[src/rtl/npu_out_arbiter.sv]
// Round-robin owner of the NPU D_OUT pin: grants one readout source per burst and drives
// the FIFO read strobe, PISO load/shift enables and output mux select.
module npu_out_arbiter #(
  parameter int unsigned PISO_BYTES = 4,
  parameter int unsigned DEB_BYTES  = 12,
  parameter int unsigned FIFO_BURST = 16
) (
  input  logic       CLKEXT,
  input  logic       RST_GLO,
  input  logic [3:0] REQ,
  input  logic       READY,
  input  logic       FIFO_EMPTY,
  output logic [3:0] GNT,
  output logic       D_VALID,
  output logic [2:0] SEL_OUT,
  output logic       fifo_rd_en,
  output logic       EN_PISO_OUT,
  output logic       SHIFT_OUT,
  output logic       EN_PISO_DEB,
  output logic       SHIFT_DEB,
  output logic       BUSY
);

  typedef enum logic [1:0] {StIdle, StLoad, StSend} state_e;

  localparam logic [1:0] SrcFifo = 2'd0;
  localparam logic [1:0] SrcPiso = 2'd1;
  localparam logic [1:0] SrcCmp  = 2'd2;
  localparam logic [1:0] SrcDeb  = 2'd3;

  localparam logic [2:0] SelFifo = 3'b000;
  localparam logic [2:0] SelPiso = 3'b001;
  localparam logic [2:0] SelIdx  = 3'b010;
  localparam logic [2:0] SelDeb  = 3'b101;

  localparam logic [7:0] FifoLast = 8'(FIFO_BURST - 1);
  localparam logic [7:0] PisoLast = 8'(PISO_BYTES - 1);
  localparam logic [7:0] DebLast  = 8'(DEB_BYTES - 1);
  localparam logic [7:0] CmpLast  = 8'd2;

  state_e     state_q, state_d;
  logic [1:0] src_q, src_d;
  logic [1:0] rr_q, rr_d;
  logic [7:0] cnt_q, cnt_d;
  logic [2:0] sel_q, sel_d;
  logic [3:0] gnt_q, gnt_d;
  logic       dvalid_q, dvalid_d;
  logic       busy_q, busy_d;
  logic       rd_q, rd_d;
  logic       en_out_q, en_out_d;
  logic       en_deb_q, en_deb_d;

  logic       arb_found;
  logic       arb_skip;
  logic [1:0] arb_win;
  logic       xfer;

  assign xfer = dvalid_q & READY;

  // An empty FIFO is passed over, but the pointer is pinned at FIFO so it gets first
  // chance once data arrives.
  always_comb begin
    arb_found = 1'b0;
    arb_skip  = 1'b0;
    arb_win   = rr_q;
    for (int k = 0; k < 4; k++) begin
      logic [1:0] idx;
      idx = rr_q + 2'(k);
      if (!arb_found && REQ[idx]) begin
        if (idx == SrcFifo && FIFO_EMPTY) begin
          arb_skip = 1'b1;
        end else begin
          arb_found = 1'b1;
          arb_win   = idx;
        end
      end
    end
  end

  always_ff @(posedge CLKEXT or posedge RST_GLO) begin
    if (RST_GLO) begin
      state_q  <= StIdle;
      src_q    <= SrcFifo;
      rr_q     <= 2'd0;
      cnt_q    <= 8'd0;
      sel_q    <= SelFifo;
      gnt_q    <= 4'd0;
      dvalid_q <= 1'b0;
      busy_q   <= 1'b0;
      rd_q     <= 1'b0;
      en_out_q <= 1'b0;
      en_deb_q <= 1'b0;
    end else begin
      state_q  <= state_d;
      src_q    <= src_d;
      rr_q     <= rr_d;
      cnt_q    <= cnt_d;
      sel_q    <= sel_d;
      gnt_q    <= gnt_d;
      dvalid_q <= dvalid_d;
      busy_q   <= busy_d;
      rd_q     <= rd_d;
      en_out_q <= en_out_d;
      en_deb_q <= en_deb_d;
    end
  end

  always_comb begin
    state_d = state_q;
    src_d   = src_q;
    rr_d    = rr_q;
    cnt_d   = cnt_q;
    sel_d   = sel_q;
    unique case (state_q)
      StIdle: begin
        if (arb_found) begin
          src_d   = arb_win;
          cnt_d   = 8'd0;
          rr_d    = arb_skip ? SrcFifo : arb_win + 2'd1;
          state_d = (arb_win == SrcCmp) ? StSend : StLoad;
          unique case (arb_win)
            SrcFifo: sel_d = SelFifo;
            SrcPiso: sel_d = SelPiso;
            SrcCmp:  sel_d = SelIdx;
            default: sel_d = SelDeb;
          endcase
        end
      end
      StLoad: state_d = StSend;
      StSend: begin
        if (xfer) begin
          cnt_d = cnt_q + 8'd1;
          unique case (src_q)
            SrcFifo: state_d = (cnt_q < FifoLast && !FIFO_EMPTY) ? StLoad : StIdle;
            SrcPiso: if (cnt_q == PisoLast) state_d = StIdle;
            SrcDeb:  if (cnt_q == DebLast) state_d = StIdle;
            default: begin
              if (cnt_q == CmpLast) state_d = StIdle;
              else sel_d = sel_q + 3'd1;
            end
          endcase
          if (state_d == StIdle) sel_d = SelFifo;
        end
      end
      default: state_d = StIdle;
    endcase
  end

  // Registered outputs are precomputed from the next state; shift strobes follow READY.
  always_comb begin
    gnt_d    = (state_d == StIdle) ? 4'd0 : (4'd1 << src_d);
    dvalid_d = (state_d == StSend);
    busy_d   = (state_d != StIdle);
    rd_d     = (state_d == StLoad) && (src_d == SrcFifo);
    en_out_d = (state_d == StLoad) && (src_d == SrcPiso);
    en_deb_d = (state_d == StLoad) && (src_d == SrcDeb);
    SHIFT_OUT   = xfer && (src_q == SrcPiso);
    SHIFT_DEB   = xfer && (src_q == SrcDeb);
    EN_PISO_OUT = en_out_q | SHIFT_OUT;
    EN_PISO_DEB = en_deb_q | SHIFT_DEB;
  end

  assign GNT        = gnt_q;
  assign D_VALID    = dvalid_q;
  assign SEL_OUT    = sel_q;
  assign fifo_rd_en = rd_q;
  assign BUSY       = busy_q;

endmodule
[config.mk]
export PLATFORM = sky130hd
export DESIGN_NAME = npu_out_arbiter
export DESIGN_NICKNAME = d
export VERILOG_FILES = /design/src/rtl/npu_out_arbiter.sv
export SDC_FILE = /design/constraint.sdc
export NUM_CORES = 1
export LEC_CHECK = 0
export ABC_AREA = 1
export CAP_MARGIN = 20
export CORE_MARGIN = 2
export CORE_UTILIZATION = 40
export DETAILED_ROUTE_END_ITERATION = 10
export HOLD_SLACK_MARGIN = 0.05
export SYNTH_ARGS = -nofsm -noshare
export SYNTH_HDL_FRONTEND = slang
export SYNTH_SLANG_ARGS = --single-unit
[constraint.sdc]
create_clock -name CLKEXT -period 3.4 [get_ports CLKEXT]
set_clock_uncertainty 0.1 [all_clocks]
set_input_delay 0.51 -clock CLKEXT [delete_from_list [all_inputs] [get_ports CLKEXT]]
set_output_delay 0.51 -clock CLKEXT [all_outputs]
set_load 0.02 [all_outputs]
==> metrics.txt, run 1 <==
list of most frequent post-synthesis cells nand2_1, nor2_1, dfrtp_1; initial core utilization 0.4115; CORE AREA 0.004692 mm2; Critical Path Fanout Max 7; Max-Cap Viols 0; DRT iter0 DRCs 68; pin count of the biggest net entering global routing 27; RSZ-0062 raised after global routing false; gr ovfl total 0; most instantiated library cell after synthesis nand2_1; chip height 73.48 um; router iterations before antenna repair 4; CP peak stage delay 0.51 ns; HPWL after DPL 3.286 mm; Static Leak 0.001159 uW; Worst-Skew Late Latency 0.27 ns; Critical Path AT 3.00 ns; dominant cells by area after synthesis dfrtp_1, nand2_1, ha_1; CTS Buf Count 3; ANT nets after route 0; CTS tree built; Synth cell types 31; Least-Margin Pin Slew 0.5392 ns; Post-Syn Area 0.001931 mm2; WP data required 3.51 ns; clock root cell clkbuf_8; largest area contributor in the netlist dfrtp_1; CP startpoint kind flip-flop; worst vdd ir 0.4993 mV; H-tree Lvls 1; number of synthesized flops with an enable pin 0; first-pass GRT wire length 7.265 mm; Top delay family on crit path simple AND/OR/NAND/NOR gates; via density per instance 4.900; P&R area growth vs syn 19.51%; # DRC 0; register area share after synthesis 0.3370; top_reg_cell synth dfrtp_1; # rows 25; fin crit period 2.892 ns; Final #Nets 305; Critical path buffers and inverters 5; Crit Path Class reg2reg; ANT cells 0; GRT Util Overall 0.1689; worst hold path class reg2reg; Multi-input gate area 0.001121 mm2; Crit. End Element flip-flop; IO Port Bufs 21; slowest cell on the critical path dfrtp_1; cts hold-fix bufs 0; Yosys warnings 0; overall power 2508 uW; FMAX 345.7 MHz; share of the synthesized area in the top cell type 0.3370; register area 650.6 um2; layout cell share with drive strength beyond 1 0.1672; initial antenna violation count 0; total negative slack 0 ns; endpoints failing setup 0; Gates resized, CTS repair 0; Setup Fix Bufs, Post-CTS 0; clk buf depth 2; Synth Net Count 277; Reg2Reg Setup Slack 0.51 ns; Mapped Cells 260; vias in the first global route 1601; Final Hold Viols 0; outcome finished clean; Yosys reg bits 26; Worst-path clk slew 0.10 ns; DIE WIDTH 73.48 um; per-cell routed wire length 12.39 um; Top Ports 22; ys async rst share 1.000; filler cell count 474; Mean Syn Cell Area 7.425 um2; vias 1671; Post-Route WL 4.225 mm; CTS Sinks 26; crit path cell chain inv_1, ha_1, inv_1, nand3_1, nand3_1, nand2_4, clkinv_1, o21ai_1, nor2_1, nand2_1, nand2_2, inv_1, ha_1, nand3b_1, nand2_2, inv_2, nand2_4, nand2_2, nor2_1; Final period util 0.8507; Routability Congestion 0.8625; max-slew violation count 0; Pwr Density 1087 mW/mm2; slew margin rel. 0.6392; die area 0.005399 mm2
-- worst paths after layout --
kind,end,from,depth (start not counted)
max in group asynchronous,cnt_q[6]$_DFFE_PP0P_,RST_GLO,3
max reg2reg,GNT[2]$_DFF_PP0_,rr_q[1]$_DFFE_PP0P_,19
min in group asynchronous,fifo_rd_en$_DFF_PP0_,RST_GLO,2
min,SEL_OUT[1]$_DFFE_PP0P_,SEL_OUT[1]$_DFFE_PP0P_,2
max,GNT[2]$_DFF_PP0_,rr_q[1]$_DFFE_PP0P_,19
min reg2reg,SEL_OUT[1]$_DFFE_PP0P_,SEL_OUT[1]$_DFFE_PP0P_,2
-- flip-flops by register name, summed over array words and instances (netlist names) --
name and count:
cnt_q 8, en_out_q 1, GNT 4, src_q 2
rr_q 2, fifo_rd_en 1, state_q 2, D_VALID 1
en_deb_q 1, SEL_OUT 3, BUSY 1
-- stage by stage --
stage | std cells | util | hold slack [ns] | instance area [um2] | setup slack [ns]
6_report | 341 | 0.4917 | 0.4301 | 2307 | 0.5077
5_1_grt | 341 | 0.4917 | 0.4531 | 2307 | 0.2798
4_1_cts | 340 | 0.4859 | 0.4338 | 2280 | 0.5205
3_5_place_dp | 336 | 0.4707 | 0.4073 | 2208 | 0.3655
3_3_place_gp | 336 | 0.4707 | 0.3963 | 2208 | 0.3895
2_1_floorplan | 260 | - | 0.4109 | 1931 | 0.7851
-- worst min-delay path: stages, from the launching register on --
cell     delay [ns]
dfrtp_1        0.38
nand2_1        0.06
nand2_1        0.06
-- where the power goes --
group	leakage, uW	internal (uW)	switching, uW	total (uW)
Sequential	0.000338	415	80.8	496
Combinational	0.000785	619	1130	1750
Clock	0.0000357	158	102	260
Total	0.00116	1190	1320	2510
-- routing by layer --
layer	track usage	wire length, um	vias to the layer above
met5	0	0	-
met4	0.02222	8	0
met3	0.03429	191	2
met2	0.2609	1877	37
met1	0.2500	2147	747
li1	-	-	885
-- logic make-up (layout without fill, tap and decap cells) --
logic type	count (synthesis)	in the layout	synth area share
AOI/OAI and AO/OA	26	26	0.08102
adders and majority gates	9	9	0.05833
and+or+nand+nor	158	158	0.4141
buffers and inverters	35	62	0.08231
xor gates and xnor gates	6	6	0.02722
DFF	26	26	0.3370
-- final cells by class --
cell class | count | share of cell area
clock buffers | 3 | 0.01790
well taps | 54 | 0.02928
inverters | 33 | 0.05911
flip-flops and latches | 26 | 0.2820
repair buffers | 25 | 0.1128
clock inverters | 1 | 0.01302
multi-input cells | 199 | 0.4859
-- placed cells by master, fill, tap and decap left out, types with 8 or more instances in the layout --
master,count
nand2_2,14
nor2_1,27
dfrtp_1,26
nand3_1,18
clkdlybuf4s50_1,21
inv_1,24
ha_1,9
nand2_1,73
o21ai_1,8
No activity file was read; power rests on OpenSTA's default activity.
==> run 2, diff against run 1 <==
Settings changed: CTS_CLUSTER_DIAMETER set to 80.
==> results of run 2 <==
Same layout as run 1: the final DEF is identical, and so are final timing and power.
==> run 3, diff against run 2 <==
Settings changed: CORE_ASPECT_RATIO set to 1.5.
==> metrics.txt, run 3 (same netlist as run 1, synthesis figures left out) <==
Least-Margin Pin Slew 0.5383 ns; vias 1704; DIE WIDTH 60.73 um; die area 0.005410 mm2; fin crit period 2.991 ns; # DRC 0; H-tree Lvls 1; per-cell routed wire length 12.37 um; register area 650.6 um2; CTS Buf Count 3; overall power 2427 uW; router iterations before antenna repair 4; Crit Path Class reg2reg; Critical Path AT 3.10 ns; IO Port Bufs 21; slew margin rel. 0.6408; filler cell count 511; ANT nets after route 0; via density per instance 4.869; CTS Sinks 26; clk buf depth 2; cts hold-fix bufs 0; pin count of the biggest net entering global routing 27; P&R area growth vs syn 17.63%; endpoints failing setup 0; commonest non-fill, non-tap cells in the layout nand2_1, nor2_1, dfrtp_1; CORE AREA 0.004732 mm2; worst hold path class reg2reg; initial antenna violation count 0; Final period util 0.8796; Reg with most FFs cnt_q; gr ovfl total 0; initial core utilization 0.4080; Pwr Density 1069 mW/mm2; Top Ports 22; outcome finished clean; Critical Path Fanout Max 7; Gates resized, CTS repair 0; HPWL after DPL 3.483 mm; Setup Fix Bufs, Post-CTS 0; first-pass GRT wire length 7.445 mm; CTS tree built; worst vdd ir 0.4569 mV; max-slew violation count 0; number of flip-flops in the largest register 8; CP peak stage delay 0.51 ns; Crit. End Element flip-flop; crit path cell chain inv_1, ha_1, inv_1, nand3_1, nand3_1, nand2_4, clkinv_1, o21ai_1, nor2_1, nand2_1, nand2_2, inv_1, ha_1, nand3b_1, nand2_2, inv_2, nand2_4, nand2_2, nor2_1; CP startpoint kind flip-flop; RSZ-0062 raised after global routing false; WP data required 3.51 ns; total negative slack 0 ns; Static Leak 0.001131 uW; # rows 31; Final Hold Viols 0; Max-Cap Viols 0; slowest cell on the critical path dfrtp_1; Post-Route WL 4.328 mm; Routability Congestion 0.9158; commonest non-fill, non-tap cell in the layout nand2_1; layout cell share with drive strength beyond 1 0.1585; Worst-Skew Late Latency 0.27 ns; Final #Nets 302; Multi-input gate area 0.001121 mm2; FMAX 334.4 MHz; vias in the first global route 1700; ANT cells 0; GRT Util Overall 0.1807; chip height 89.09 um; DRT iter0 DRCs 72; clock root cell clkbuf_8; Worst-path clk slew 0.09 ns
## run 3: cell type report
type                            instances  share of cell area
Sequential cell                        26              0.2865
Clock buffer                            4             0.02424
Inverter                               33             0.06006
Multi-Input combinational cell        199              0.4937
Tap cell                               66             0.03636
Timing Repair Buffer                   22             0.09917
## run 3: worst paths after layout
kind                                         from                      to  slack [ns]  cells past startpoint
max in group asynchronous                 RST_GLO     rr_q[1]$_DFFE_PP0P_        2.25                      3
min reg2reg                SEL_OUT[1]$_DFFE_PP0P_  SEL_OUT[1]$_DFFE_PP0P_        0.42                      2
min in group asynchronous                 RST_GLO    cnt_q[6]$_DFFE_PP0P_        0.47                      2
max                           rr_q[1]$_DFFE_PP0P_        GNT[3]$_DFF_PP0_        0.41                     19
max reg2reg                   rr_q[1]$_DFFE_PP0P_        GNT[3]$_DFF_PP0_        0.41                     19
min                        SEL_OUT[1]$_DFFE_PP0P_  SEL_OUT[1]$_DFFE_PP0P_        0.42                      2
## run 3: stage by stage
stage               hold slack (ns)  worst slack, ns  std cells  cell area [um2]  utilization
global route                 0.4747           0.1662        350             2271       0.4799
CTS                          0.4249           0.4176        349             2256       0.4767
floorplan                    0.4109           0.7851        260             1931            -
global placement             0.4048           0.4146        345             2201       0.4651
detailed placement           0.4014           0.3971        345             2201       0.4651
finish                       0.4222           0.4094        350             2271       0.4799
## run 3: critical path, delay by kind of cell (launching register included)
family	cells	cell delay [ns]
and+or+nand+nor	11	1.13
DFF	1	0.51
AOI/OAI and AO/OA	1	0.07
adders and majority gates	2	0.57
buffers and inverters	5	0.54
## run 3: power by group
group	switching (uW)	internal (uW)	total (uW)
registers	90.0	414	504
logic	1120	598	1720
clock network	99.1	104	203
total	1310	1120	2430
## run 3: layer usage
| metal | part of all wire | vias up | global-route usage | wire length, um |
|---|---|---|---|---|
| met5 | 0 | - | 0 | 0 |
| met2 | 0.58 | 21 | 0.3558 | 2521 |
| met4 | 0.021 | 0 | 0.06719 | 89 |
| li1 | - | 876 | - | - |
| met1 | 0.38 | 799 | 0.1878 | 1657 |
| met3 | 0.013 | 8 | 0.01881 | 58 |
==> patch: new RTL, flow settings as in run 1 <==
The 3 states of `state_e` get a one-hot encoding in 3 bits.
--- a/src/rtl/npu_out_arbiter.sv
+++ b/src/rtl/npu_out_arbiter.sv
@@ -21,7 +21,7 @@
   output logic       BUSY
 );
 
-  typedef enum logic [1:0] {StIdle, StLoad, StSend} state_e;
+  typedef enum logic [2:0] {StIdle = 3'b001, StLoad = 3'b010, StSend = 3'b100} state_e;
 
   localparam logic [1:0] SrcFifo = 2'd0;
   localparam logic [1:0] SrcPiso = 2'd1;
Formal check against the unedited RTL: same outputs for any inputs over 10 cycles, from zero or initial values and one cycle with RST_GLO high; not proved beyond that.
==> patch against run 1 <==
  * Sequential power rose by 5.2%
  * Power is 7.4% lower
  * Die area grew 1.8%
  * Area after synthesis up 1.9%
  * Sequential cell count up 1
  * Largest cell class unchanged
  * Design area up 0.22%
  * Wire length up 7.3%
  * First-iteration DRC count up 44%
  * Global-route usage rose by 1.5 points
  * Synthesized cell count is 5.8% higher
  * Setup slack got worse by 3.2 ps
==> patch: results (changes against run 1) <==
| Metric | Value |
|---|---|
| Post-synthesis adder-cell area fraction | 5.72% (-0.11 points) |
| Syn_nets | 292 (+5.4%) |
| FF+latch count | 27 (+3.8%) |
| Non-clk invs | 38 (+15%) |
| Outcome | complete, no violations |
| Count of non-filler cells in the finished layout | 367 (+7.6%) |
| Core area | 4720 µm² (+0.67%) |
| P&R area growth vs syn | 17.5% |
| Buffering overhead | 10.1% (-1.2 points) |
| Multi-input combinational area share | 48.6% (about the same) |
| Slew HR | 58.4% (-5.5 points) |
| # fillers | 458 (-3.4%) |
| Unique masters post-synth | 33 (+6.5%) |
| Dpl ws | 532 ps (+167 ps) |
| Routed wire length | 4540 µm (+7.3%) |
| Total track usage | 18.4% (+1.5 points) |
| Placed Cells | 362 (+7.7%) |
| Initial DRC Count | 98 (+44%) |
| Layout Nets | 318 (+4.3%) |
| Maximum VDD drop | 451 µV (-9.6%) |
| Top cells by count, synth | nand2_1 (86), inv_1 (35), nand3_1 (31), nor2_1 (29), dfrtp_1 (26) |
| Largest net degree at the start of global routing | 28 (+3.7%) |
| Share of layout cells above drive strength 1 | 11.0% (-5.7 points) |
| Xor and xnor area share after synthesis | 1.78% (-0.94 points) |
| Post-Syn Instances | 275 (+5.8%) |
| Buffers, non-clock | 23 (-8.0%) |
| RePlAce Congestion | 0.860 (-0.27%) |
==> patch: worst register-to-register path, cell delays in order, from the launching register on <==
cell     delay, ps
dfrtp_1        470
inv_1          260
ha_1           360
inv_1          110
nand3_1        130
nand2_1        130
inv_1           60
nand2_1         80
nand2_1         50
nand2_1         70
nand2_1         50
nand2_1         50
nand2_1         70
nand2_2        100
inv_1           50
ha_1           200
nand2_1         60
nand3_1         60
nand2_1        170
inv_1           80
nor2_1         110
==> patch: power breakdown <==
part | internal [µW] | total (µW) | switching, µW
Clock | 86.0 | 193 | 107
Sequential | 427 | 522 | 95.0
Combinational | 545 | 1610 | 1060
Total | 1060 | 2320 | 1260
==> patch: final timing paths <==
kind	cells after the start	start	slack, ps	endpoint
max	20	rr_q[1]$_DFFE_PP0P_	500	en_out_q$_DFF_PP0_
min	2	SEL_OUT[1]$_DFFE_PP0P_	420	SEL_OUT[1]$_DFFE_PP0P_
max reg2reg	20	rr_q[1]$_DFFE_PP0P_	500	en_out_q$_DFF_PP0_
min reg2reg	2	SEL_OUT[1]$_DFFE_PP0P_	420	SEL_OUT[1]$_DFFE_PP0P_
max in group asynchronous	3	RST_GLO	2110	state_q[0]$_DFF_PP1_
min in group asynchronous	2	RST_GLO	490	GNT[1]$_DFF_PP0_
==> patch: kinds of logic (layout without fill, tap and decap cells) <==
| kind of cell | after synthesis | count (layout) |
|---|---|---|
| xor+xnor | 4 | 4 |
| simple gates | 173 | 173 |
| buf+inv | 40 | 65 |
| compound gates | 22 | 22 |
| fa+ha+maj | 9 | 9 |
| flops | 27 | 27 |
==> patch: per-layer routing <==
metal / global-route usage, % / wire length, µm / vias up
li1: - / - / 924
met4: 3.03 / 49 / 0
met5: 0 / 0 / -
met3: 3.66 / 201 / 6
met1: 25.8 / 2240 / 834
met2: 30.1 / 2040 / 37
